==> src/rtl/pri_enc_q.sv <==
// pri_enc_q: sequential N-to-log2(N) priority encoder with a valid/ready output handshake.
//
// Request pulses on in_i are collected in a pending register. Pending requests are offered
// one at a time as a binary index on out_o/valid_o. An offered bit stays pending until the
// consumer accepts it (valid_o && ready_i at a rising edge).
//
// Ports:
//   clk_i       clock, all state on rising edge
//   rst_i       synchronous, active-high reset
//   in_i        [N-1:0] request pulses; bit i high for one cycle marks request i pending
//   out_o       [W-1:0] binary index of the offered request
//   valid_o     out_o holds a valid offered index
//   ready_i     consumer accepts the offered index
//   pending_o   [N-1:0] registered pending vector (includes the offered bit until accepted)
//   overflow_o  one-cycle pulse: a request arrived for a bit that was already pending
//
// Configuration macro:
//   PRI_ENC_Q_ROUND_ROBIN_EN  defined: rotating priority, search starts one past the last
//                             accepted index. Undefined: fixed priority, bit 0 highest.

module pri_enc_q #(
    parameter int unsigned N = 8,
    parameter int unsigned W = 3
) (
    input  logic         clk_i,
    input  logic         rst_i,
    input  logic [N-1:0] in_i,
    output logic [W-1:0] out_o,
    output logic         valid_o,
    input  logic         ready_i,
    output logic [N-1:0] pending_o,
    output logic         overflow_o
);

    localparam logic [0:0] StIdle  = 1'b0;
    localparam logic [0:0] StOffer = 1'b1;

    logic [0:0]   state_q, state_d;
    logic [W-1:0] out_q, out_d;
    logic [N-1:0] pending_q, pending_d;
    logic         overflow_q, overflow_d;

    logic         accept;
    logic [N-1:0] clr;
    logic [N-1:0] rem;
    logic [W-1:0] start_idle;
    logic [W-1:0] start_acc;

    // First set bit of vec, searching upward from start and wrapping modulo N.
    // N is a power of two, so W-bit addition wraps for free.
    function automatic logic [W-1:0] sel_idx(input logic [N-1:0] vec,
                                             input logic [W-1:0] start);
        logic [W-1:0] idx;
        logic         found;
        sel_idx = start;
        found   = 1'b0;
        for (int k = 0; k < N; k++) begin
            idx = start + W'(k);
            if (!found && vec[idx]) begin
                sel_idx = idx;
                found   = 1'b1;
            end
        end
    endfunction

    assign accept = (state_q == StOffer) && ready_i;

    always_comb begin
        clr = '0;
        if (accept) begin
            clr = {{(N-1){1'b0}}, 1'b1} << out_q;
        end
    end

    assign rem        = pending_q & ~clr;
    // Set wins over clear: a same-cycle re-request keeps the bit pending.
    assign pending_d  = rem | in_i;
    assign overflow_d = |(in_i & rem);

`ifdef PRI_ENC_Q_ROUND_ROBIN_EN
    logic [W-1:0] ptr_q, ptr_d;

    // Pointer holds (last accepted index + 1); moves only on accept.
    assign ptr_d      = accept ? out_q + W'(1) : ptr_q;
    assign start_idle = ptr_q;
    assign start_acc  = out_q + W'(1);

    always_ff @(posedge clk_i) begin
        if (rst_i) begin
            ptr_q <= '0;
        end else begin
            ptr_q <= ptr_d;
        end
    end
`else
    assign start_idle = '0;
    assign start_acc  = '0;
`endif

    always_comb begin
        state_d = state_q;
        out_d   = out_q;
        case (state_q)
            StIdle: begin
                if (|pending_q) begin
                    out_d   = sel_idx(pending_q, start_idle);
                    state_d = StOffer;
                end
            end
            StOffer: begin
                // Held stable while !ready_i; new requests never preempt the offer.
                if (ready_i) begin
                    if (|rem) begin
                        out_d = sel_idx(rem, start_acc);
                    end else begin
                        state_d = StIdle;
                    end
                end
            end
            default: state_d = StIdle;
        endcase
    end

    always_ff @(posedge clk_i) begin
        if (rst_i) begin
            state_q    <= StIdle;
            out_q      <= '0;
            pending_q  <= '0;
            overflow_q <= 1'b0;
        end else begin
            state_q    <= state_d;
            out_q      <= out_d;
            pending_q  <= pending_d;
            overflow_q <= overflow_d;
        end
    end

    assign out_o      = out_q;
    assign valid_o    = (state_q == StOffer);
    assign pending_o  = pending_q;
    assign overflow_o = overflow_q;

endmodule

==> config.mk <==
export PLATFORM = sky130hd
export DESIGN_NAME = pri_enc_q
export DESIGN_NICKNAME = d
export VERILOG_FILES = /design/src/rtl/pri_enc_q.sv
export SDC_FILE = /design/constraint.sdc
export NUM_CORES = 1
export LEC_CHECK = 0
export BUFFER_PORTS_ARGS = -buffer_cell sky130_fd_sc_hd__buf_2
export CORE_AREA = 3 3 44 46
export DETAILED_ROUTE_END_ITERATION = 10
export DIE_AREA = 0 0 47 49
export MAX_ROUTING_LAYER = met4
export PLACE_DENSITY = 0.7
export SKIP_LAST_GASP = 1
export SLEW_MARGIN = 30
export SYNTH_ARGS = -nofsm -noshare
export SYNTH_HDL_FRONTEND = slang
export SYNTH_SLANG_ARGS = --single-unit
export TNS_END_PERCENT = 30
==> constraint.sdc <==
create_clock -name clk_i -period 3 [get_ports clk_i]
set_clock_uncertainty 0.15 [all_clocks]
set_input_delay 0.3 -clock clk_i [delete_from_list [all_inputs] [get_ports clk_i]]
set_output_delay 0.3 -clock clk_i [all_outputs]
set_load 0.03 [all_outputs]
==> flow_metrics.env, run 1 <==
export IMPL_syn_to_final_growth_pct=21.7
export IMPL_drt_first_iter_violations=20
export IMPL_clk_pin_slew_worst_paths_ns=0.08
export IMPL_cts_tree="done"
export IMPL_cts_buffers=3
export IMPL_htreeDepth=1
export IMPL_dieArea_um2=2300
export IMPL_cp_required_ns=3.04
export IMPL_drive_above_1_share=0.248
export IMPL_synthCells=92
export IMPL_synth_commonest_cells="22 x nor2_1, 13 x dfxtp_1, 5 x o21a_1"
export IMPL_drt_wl_total_um=1910
export IMPL_grt_max_degree=14
export IMPL_place_congestion=0.876
export IMPL_grt_first_pass_wirelength_um=2990
export IMPL_critPathSlowestCell="or4_4"
export IMPL_numPlacedInstances=129
export IMPL_yosysSeqAreaShare=0.369
export IMPL_cts_sinks=13
export IMPL_ff_latch_area_um2=260
export IMPL_ctsHoldBuffers=0
export IMPL_pin_count=24
export IMPL_post_cts_buffers=0
export IMPL_synth_edf_count=0
export IMPL_arrival_ns=2.61
export IMPL_syn_nets=103
export IMPL_min_period_over_period=0.857
export IMPL_cp_slowest_stage_delay_ns=0.59
export IMPL_dieHeight_um=49
export IMPL_synth_top_cell_by_area="dfxtp_1"
export IMPL_worstSetupPathType="reg2reg"
export IMPL_nNetsFinal=129
export IMPL_instances_no_fill=133
export IMPL_antenna_found_initial=0
export IMPL_crit_path_cell_trace="nand3_1 > o31a_1 > or4_4 > o41ai_2 > nand2_1 > a311oi_1"
export IMPL_yosysWarnings=0
export IMPL_start_util=0.457
export IMPL_p_leak_nw=0.357
export IMPL_multi_input_area_um2=420
export IMPL_synth_distinct_cells=31
export IMPL_drc=0
export IMPL_clk_latency_ns=0.28
export IMPL_synthTopCellsByArea="dfxtp_1 37%, nor2_1 12%, o21a_1 5.3%"
export IMPL_ant_nets=0
export IMPL_fmaxAchievable_ghz=0.389
export IMPL_ys_ff_latch=13
export IMPL_path_buf_inv=0
export IMPL_vias=784
export IMPL_routedWlPerCell_um=14.3
export IMPL_relSlewSlack=0.677
export IMPL_worstSetupEndpointType="flip-flop"
export IMPL_cp_max_fo=10
export IMPL_setup_viol=0
export IMPL_drt_pass1_iterations=6
export IMPL_syn_area_per_cell_um2=7.66
export IMPL_die_x_um=47
export IMPL_async_flop_share=0
export IMPL_drt_vias_per_instance=5.89
export IMPL_holdCritPathClass="in2reg"
export IMPL_grt_setup_unrepaired="false"
export IMPL_rows=14
export IMPL_cts_buffer_depth=2
export IMPL_crit_family="compound AO/OA/AOI/OAI gates"
export IMPL_report_final_slew_viol_count=0
export IMPL_fillCellCount=157
export IMPL_ir_drop_mv=0.350
export IMPL_antenna_cells=0
export IMPL_grt_overflow=0
export IMPL_min_period_ns=2.57
export IMPL_start_kind="flip-flop"
export IMPL_syn_cell_area_um2=704
export IMPL_root_buffer="clkbuf_4"
export IMPL_ctsResizeCount=0
export IMPL_yosysTopAreaCellShare=0.369
export IMPL_hold_viol=0
export IMPL_worst_pin_slew_ns=0.481
export IMPL_p_per_area_nw_per_um2=505
export IMPL_maxCapViolCount=0
export IMPL_ys_flop_type="dfxtp_1"
export IMPL_synth_most_common_cell="nor2_1"
export IMPL_core_area_um2=1540
export IMPL_setup_tns_ns=0
export IMPL_dpl_hpwl_um=1410
export IMPL_grt_pass1_vias=683
export IMPL_outcome="complete, no violations"
export IMPL_grt_usage=0.180
export IMPL_portBuffers=23
## cell type report
class                      instances  share of cell area
tap                               16              0.0234
sequential                        13               0.304
timing repair buffer              23               0.134
multi-input combinational         73               0.491
inverter                           4              0.0175
clock buffer                       4              0.0307
## metal layers
metal | up-vias | global-route usage | share of wire
li1 | 392 | - | -
met1 | 360 | 0.238 | 0.45
met2 | 27 | 0.258 | 0.46
met3 | 5 | 0.0295 | 0.065
met4 | 0 | 0.0876 | 0.021
met5 | - | - | 0
## logic make-up (layout without fill, tap and decap cells)
family          count (synthesis)  in the layout  share of synthesized area
simple gates                   44             44                      0.298
compound gates                 29             29                      0.298
buf+inv                         6             31                     0.0337
flops                          13             13                      0.369
## per-stage QoR
stage / worst slack (ns) / power [mW] / hold slack [ns] / area (µm²) / util
floorplan: 0.343 / 0.290 / 0.219 / 704 / -
global placement: 0.526 / 0.326 / 0.371 / 831 / 0.539
detailed placement: 0.472 / 0.328 / 0.380 / 831 / 0.539
CTS: 0.455 / 0.435 / 0.0871 / 857 / 0.556
global route: 0.236 / 0.456 / 0.101 / 857 / 0.556
finish: 0.430 / 0.433 / 0.0846 / 857 / 0.556
## final timing paths
path                         startpoint                      end  slack [ns]  cells past startpoint
setup / recovery     valid_o$_SDFF_PP0_    out_o[0]$_SDFFE_PP0P_        0.43                      6
hold / removal                  in_i[7]  pending_o[7]$_SDFF_PP0_        0.08                      3
setup reg to reg     valid_o$_SDFF_PP0_    out_o[0]$_SDFFE_PP0P_        0.43                      6
hold reg to reg   out_o[1]$_SDFFE_PP0P_    out_o[1]$_SDFFE_PP0P_        0.40                      2
## flip-flops by register name, summed over array words and instances, names as in the netlist
register / count
out_o: 3
valid_o: 1
overflow_o: 1
pending_o: 8
## cells in the final DEF, fill, tap and decap left out, types with 2 or more instances in the layout
master and instances:
o31a_1 2, nor2_1 22, a31oi_1 2, a22oi_1 2, inv_1 4, nor4_1 2, buf_2 23, nand3_1 4
o21ai_1 2, nand2_1 4, a21oi_1 4, nand2b_1 2, a311oi_1 2, nor3_1 3, o21ai_0 4, clkbuf_4 3
o21a_1 5, dfxtp_1 13
## report_power, final
group | internal, mW | switching (mW) | leakage, nW
registers | 0.186 | 0.0178 | 0.109
clock network | 0.0517 | 0.0570 | 0.0150
logic | 0.0425 | 0.0777 | 0.234
## worst register-to-register path: stages (launching register included)
cell and delay (ns):
dfxtp_1 0.50, nand3_1 0.15, o31a_1 0.31, or4_4 0.59, o41ai_2 0.48, nand2_1 0.09, a311oi_1 0.21
No activity file was read; power rests on OpenSTA's default activity.
==> run 2, diff against run 1 <==
--- a/config.mk
+++ b/config.mk
@@ -11,6 +11,7 @@
 export DIE_AREA = 0 0 47 49
 export MAX_ROUTING_LAYER = met4
 export PLACE_DENSITY = 0.7
+export REMOVE_ABC_BUFFERS = 1
 export SKIP_LAST_GASP = 1
 export SLEW_MARGIN = 30
 export SYNTH_ARGS = -nofsm -noshare
==> run 2 against run 1 <==
Setup slack improved by 0.039 ns; combinational power barely moved; hold slack improved by 0.014 ns; wire length fell by 5.9%; global-route usage fell by 1.2 points; register-to-register slack improved by 0.04 ns; non-clock buffer count did not move; sequential cell count did not move; critical path depth did not move; first-iteration DRC count rose by 65%; count of clock-buffer cells in the layout did not move; cell area did not move; largest cell class unchanged.
==> flow_metrics.env, run 2 (same netlist as run 1, synthesis figures left out) <==
export IMPL_grt_overflow=0
export IMPL_drt_vias_per_instance=5.95
export IMPL_min_period_ns=2.53
export IMPL_die_x_um=47
export IMPL_power_internal_mw=0.280
export IMPL_cts_tree="done"
export IMPL_switching_share=0.352
export IMPL_whs_endpoint="pending_o[1]$_SDFF_PP0_"
export IMPL_p_total_mw=0.433
export IMPL_rr_startpoint="valid_o$_SDFF_PP0_"
export IMPL_critPathSlowestCell="or4_4"
export IMPL_cts_buffers=3
export IMPL_ctsHoldBuffers=0
export IMPL_grt_setup_unrepaired="false"
export IMPL_p_per_area_nw_per_um2=505
export IMPL_cp_slowest_stage_delay_ns=0.58
export IMPL_dpl_hpwl_um=1350
export IMPL_clk_latency_ns=0.27
export IMPL_htreeDepth=1
export IMPL_crit_cells=6
export IMPL_fmaxAchievable_ghz=0.395
export IMPL_min_from="in_i[1]"
export IMPL_numPlacedInstances=129
export IMPL_ctsResizeCount=0
export IMPL_worstSetupEndpointType="flip-flop"
export IMPL_ant_nets=0
export IMPL_drc=0
export IMPL_cp_required_ns=3.01
export IMPL_p_switching_mw=0.152
export IMPL_holdCritPathClass="in2reg"
export IMPL_path_buf_inv=0
export IMPL_drt_first_iter_violations=33
export IMPL_ir_drop_mv=0.357
export IMPL_post_cts_buffers=0
export IMPL_r2r_setup_slack_ns=0.47
export IMPL_worst_pin_slew_ns=0.455
export IMPL_cts_buffer_depth=2
export IMPL_crit_family="simple AND/OR/NAND/NOR gates"
export IMPL_clock_power_share=0.251
export IMPL_antenna_cells=0
export IMPL_crit_path_cell_trace="nand3_1 > o31a_1 > or4_4 > o41a_1 > nor3_1 > a311oi_1"
export IMPL_rows=14
export IMPL_cp_max_fo=10
export IMPL_worstSetupPathType="reg2reg"
export IMPL_root_buffer="clkbuf_4"
export IMPL_pin_count=24
export IMPL_antenna_found_initial=0
export IMPL_pwr_share_comb=0.278
export IMPL_arrival_ns=2.54
export IMPL_start_util=0.457
export IMPL_vias=791
export IMPL_drive_above_1_share=0.248
export IMPL_grt_first_pass_wirelength_um=2870
export IMPL_grt_pass1_vias=658
export IMPL_place_congestion=0.840
export IMPL_hold_depth=3
export IMPL_setup_tns_ns=0
export IMPL_instances_no_fill=133
export IMPL_r2r_cells=6
export IMPL_syn_to_final_growth_pct=21.7
export IMPL_drt_pass1_iterations=4
export IMPL_grt_max_degree=14
export IMPL_grt_usage=0.168
export IMPL_dieArea_um2=2300
export IMPL_final_area_um2=857
export IMPL_clk_pin_slew_worst_paths_ns=0.08
export IMPL_portBuffers=23
export IMPL_relSlewSlack=0.694
export IMPL_core_area_um2=1540
export IMPL_dieHeight_um=49
export IMPL_start_kind="flip-flop"
export IMPL_report_final_slew_viol_count=0
export IMPL_largest_reg_flops=8
export IMPL_place_ws_ns=0.487
export IMPL_maxCapViolCount=0
export IMPL_placed_area_um2=831
export IMPL_final_cell_mix="23 x buf_2, 22 x nor2_1, 13 x dfxtp_1, 5 x o21a_1"
export IMPL_p_leak_nw=0.357
export IMPL_seq_power_share=0.471
export IMPL_drt_wl_total_um=1790
export IMPL_setup_viol=0
export IMPL_whs_ns=0.0983
export IMPL_layout_commonest_cell="buf_2"
export IMPL_final_core_util=0.556
export IMPL_rr_endpoint="out_o[0]$_SDFFE_PP0P_"
export IMPL_worst_slack_ns=0.469
export IMPL_cts_sinks=13
export IMPL_nNetsFinal=129
export IMPL_routedWlPerCell_um=13.5
export IMPL_outcome="complete, no violations"
export IMPL_min_period_over_period=0.844
export IMPL_hold_viol=0
==> run 2: cell counts in the layout (fill, tap and decap cells not counted) <==
No cell type changed its count.
==> run 2: worst max-delay path by stage <==
stage | to | slack, ns | from
floorplan | out_o[1]$_SDFFE_PP0P_ | 0.41 | valid_o$_SDFF_PP0_
global placement | out_o[0]$_SDFFE_PP0P_ | 0.53 | valid_o$_SDFF_PP0_
finish | out_o[0]$_SDFFE_PP0P_ | 0.47 | valid_o$_SDFF_PP0_
detailed placement | out_o[1]$_SDFFE_PP0P_ | 0.49 | valid_o$_SDFF_PP0_
CTS | out_o[1]$_SDFFE_PP0P_ | 0.48 | valid_o$_SDFF_PP0_
global route | out_o[0]$_SDFFE_PP0P_ | 0.28 | valid_o$_SDFF_PP0_
==> run 2: power by group through the flow <==
stage                     registers (mW)  logic [mW]  clock network [mW]
after detailed placement           0.207       0.119                   0
after global routing               0.206       0.131               0.120
after floorplan                    0.231      0.0566                   0
after global placement             0.207       0.119                   0
after CTS                          0.203       0.120               0.111
final                              0.204       0.121               0.109
==> run 2: final cells by class <==
type	count	area, µm²
Timing Repair Buffer	23	115
Clock buffer	4	26.3
Sequential cell	13	260
Multi-Input combinational cell	73	420
Tap cell	16	20.0
Inverter	4	15.0
Fill cell	145	684
==> run 2: worst register-to-register path, stage by stage, from the launching register on <==
cell and delay (ns):
dfxtp_1 0.48, nand3_1 0.14, o31a_1 0.31, or4_4 0.58, o41a_1 0.47, nor3_1 0.21
a311oi_1 0.07
==> run 2: metal layers <==
metal  vias to the layer above  wire (µm)  track usage
met3                         4        121       0.0332
met4                         0         13       0.0876
met1                       362        830        0.225
li1                        391          -            -
met2                        34        827        0.233
met5                         -          0            -
==> run 3, diff against run 2 <==
--- a/config.mk
+++ b/config.mk
@@ -5,10 +5,11 @@
 export SDC_FILE = /design/constraint.sdc
 export NUM_CORES = 1
 export LEC_CHECK = 0
+export ABC_AREA = 1
 export BUFFER_PORTS_ARGS = -buffer_cell sky130_fd_sc_hd__buf_2
-export CORE_AREA = 3 3 44 46
+export CORE_AREA = 3 3 46 48
 export DETAILED_ROUTE_END_ITERATION = 10
-export DIE_AREA = 0 0 47 49
+export DIE_AREA = 0 0 49 51
 export MAX_ROUTING_LAYER = met4
 export PLACE_DENSITY = 0.7
 export REMOVE_ABC_BUFFERS = 1
==> constraint.sdc (replaced) <==
create_clock -name clk_i -period 2.5 [get_ports clk_i]
set_clock_uncertainty 0.15 [all_clocks]
set_input_delay 0.25 -clock clk_i [delete_from_list [all_inputs] [get_ports clk_i]]
set_output_delay 0.25 -clock clk_i [all_outputs]
set_load 0.03 [all_outputs]
==> run 3 against run 2 <==
Core utilization decreased by 0.26 points; sequential power increased by 19%; clock power increased by 28%; critical path type unchanged; highest routed layer unchanged.
==> flow_metrics.env, run 3 <==
export IMPL_clk_latency_ns=0.29
export IMPL_pin_count=24
export IMPL_worstSetupEndpointType="flip-flop"
export IMPL_antenna_cells=0
export IMPL_synth_top_family_by_area="simple AND/OR/NAND/NOR gates"
export IMPL_synthAdderAreaFrac=0
export IMPL_crit_path_cell_trace="inv_1 > nor2_1 > nand2_1 > nand2_4 > nand2_4 > nor2_8 > nand4_2 > nand2_2 > nand2_1 > nand2_1 > a21oi_2"
export IMPL_place_congestion=0.900
export IMPL_cts_buffers=3
export IMPL_post_cts_buffers=0
export IMPL_ir_drop_mv=0.314
export IMPL_report_final_slew_viol_count=0
export IMPL_p_leak_nw=0.506
export IMPL_grt_pass1_vias=733
export IMPL_cp_max_fo=6
export IMPL_ctsResizeCount=0
export IMPL_multi_input_area_um2=450
export IMPL_synth_edf_count=0
export IMPL_start_kind="flip-flop"
export IMPL_die_x_um=49
export IMPL_start_util=0.457
export IMPL_final_cell_mix="23 x buf_2, 20 x inv_1, 20 x nand2_1, 15 x a21oi_1, 14 x nor2_1"
export IMPL_vias=830
export IMPL_min_period_ns=1.70
export IMPL_yosysSeqAreaShare=0.327
export IMPL_setup_tns_ns=0
export IMPL_r2r_setup_slack_ns=0.80
export IMPL_cp_required_ns=2.54
export IMPL_route_met3_wl_um=135
export IMPL_ys_ff_latch=13
export IMPL_root_buffer="clkbuf_4"
export IMPL_worst_pin_slew_ns=0.310
export IMPL_drt_first_iter_violations=36
export IMPL_drt_wl_total_um=1800
export IMPL_routed_top_layer="met4"
export IMPL_drive_above_1_share=0.322
export IMPL_synth_top_cell_by_area="dfxtp_1"
export IMPL_grt_max_degree=11
export IMPL_grt_overflow=0
export IMPL_largest_reg_flops=8
export IMPL_synth_commonest_cells="20 x inv_1, 20 x nand2_1, 15 x a21oi_1"
export IMPL_synthTopCellsByArea="dfxtp_1 33%, a21oi_1 9.4%, inv_1 9.4%"
export IMPL_min_period_over_period=0.680
export IMPL_drt_vias_per_instance=4.94
export IMPL_yosysWarnings=0
export IMPL_arrival_ns=1.74
export IMPL_rr_endpoint="out_o[0]$_SDFFE_PP0P_"
export IMPL_ff_latch_area_um2=260
export IMPL_grt_first_pass_wirelength_um=2940
export IMPL_critPathCapture="out_o[0]$_SDFFE_PP0P_"
export IMPL_maxCapViolCount=0
export IMPL_critPathSlowestCell="dfxtp_1"
export IMPL_critPathMostFrequentCell="nand2_1"
export IMPL_pwr_share_comb=0.315
export IMPL_min_from="in_i[3]"
export IMPL_holdCritPathClass="in2reg"
export IMPL_ant_nets=0
export IMPL_muxShareOfSynthArea=0
export IMPL_syn_area_per_cell_um2=6.81
export IMPL_seq_power_share=0.436
export IMPL_drt_pass1_iterations=4
export IMPL_syn_to_final_growth_pct=21.2
export IMPL_synthXorXnorAreaFrac=0
export IMPL_outcome="complete, no violations"
export IMPL_relSlewSlack=0.793
export IMPL_startpoint="out_o[0]$_SDFFE_PP0P_"
export IMPL_rows=15
export IMPL_switching_share=0.383
export IMPL_hold_viol=0
export IMPL_drt_met1_wl_um=818
export IMPL_synth_compound_area_frac=0.151
export IMPL_synth_distinct_cells=21
export IMPL_whs_ns=0.0594
export IMPL_cp_slowest_stage_delay_ns=0.40
export IMPL_dpl_hpwl_um=1420
export IMPL_layout_commonest_cell="buf_2"
export IMPL_nNetsFinal=155
export IMPL_syn_cell_area_um2=797
export IMPL_portBuffers=23
export IMPL_cts_tree="done"
export IMPL_cts_sinks=13
export IMPL_synth_simple_area_share=0.414
export IMPL_yosysTopAreaCellShare=0.327
export IMPL_drc=0
export IMPL_async_flop_share=0
export IMPL_core_area_um2=1750
export IMPL_htreeDepth=1
export IMPL_fillCellCount=176
export IMPL_clock_power_share=0.249
export IMPL_dieHeight_um=51
export IMPL_grt_setup_unrepaired="false"
export IMPL_r2r_cells=11
export IMPL_worstSetupPathType="reg2reg"
export IMPL_rr_startpoint="out_o[0]$_SDFFE_PP0P_"
export IMPL_ys_flop_type="dfxtp_1"
export IMPL_clk_pin_slew_worst_paths_ns=0.08
export IMPL_ctsHoldBuffers=0
export IMPL_grt_usage=0.161
export IMPL_antenna_found_initial=0
export IMPL_p_switching_mw=0.214
export IMPL_cts_buffer_depth=2
export IMPL_dieArea_um2=2500
export IMPL_routedWlPerCell_um=10.7
export IMPL_fmaxAchievable_ghz=0.588
export IMPL_wl_met2_um=783
export IMPL_synthCells=117
export IMPL_power_internal_mw=0.344
export IMPL_p_per_area_nw_per_um2=578
export IMPL_setup_viol=0
==> run 3: how the worst min path moves through the flow <==
stage	cells after the start	slack (ns)	to
after floorplan	1	0.17	overflow_o$_SDFF_PP0_
after global placement	3	0.36	pending_o[5]$_SDFF_PP0_
after detailed placement	2	0.36	pending_o[7]$_SDFF_PP0_
after CTS	3	0.06	pending_o[4]$_SDFF_PP0_
after global routing	3	0.05	pending_o[7]$_SDFF_PP0_
final	3	0.06	pending_o[3]$_SDFF_PP0_
==> run 3: power groups by stage <==
stage / registers [mW] / clock network, mW / logic [mW]
3_3_place_gp: 0.248 / 0 / 0.174
4_1_cts: 0.244 / 0.141 / 0.175
6_report: 0.243 / 0.139 / 0.176
3_5_place_dp: 0.249 / 0 / 0.174
5_1_grt: 0.247 / 0.154 / 0.192
2_1_floorplan: 0.282 / 0 / 0.0949
==> run 3: cells by family after synthesis <==
logic type / Yosys count
AND/OR/NAND/NOR: 59
flip-flops: 13
AO/OA/AOI/OAI: 22
buffers and inverters: 23
==> run 3: worst max-delay path: cells and delay by family, from the launching register on <==
family | cells | cell delay (ns)
flops | 1 | 0.40
buf+inv | 1 | 0.08
simple gates | 9 | 0.94
compound gates | 1 | 0.03
==> run 3: metal layers <==
metal,vias up,track usage
li1,426,-
met1,363,0.190
met3,7,0.0350
met5,-,-
met2,34,0.242
met4,0,0.118
==> run 3: stage by stage <==
| stage | util | instances | total power, mW | setup slack [ns] | cell area [µm²] |
|---|---|---|---|---|---|
| global placement | 0.538 | 164 | 0.422 | 0.843 | 940 |
| global route | 0.553 | 168 | 0.593 | 0.650 | 966 |
| CTS | 0.553 | 168 | 0.559 | 0.805 | 966 |
| floorplan | - | 116 | 0.377 | 0.731 | 793 |
| finish | 0.553 | 168 | 0.558 | 0.800 | 966 |
| detailed placement | 0.538 | 164 | 0.423 | 0.819 | 940 |
==> run 3: area by class of cell <==
| type | count | share of cell area |
|---|---|---|
| well taps | 25 | 0.0324 |
| inverters | 22 | 0.0855 |
| clock buffers | 4 | 0.0272 |
| multi-input cells | 81 | 0.466 |
| flip-flops and latches | 13 | 0.269 |
| repair buffers | 23 | 0.119 |
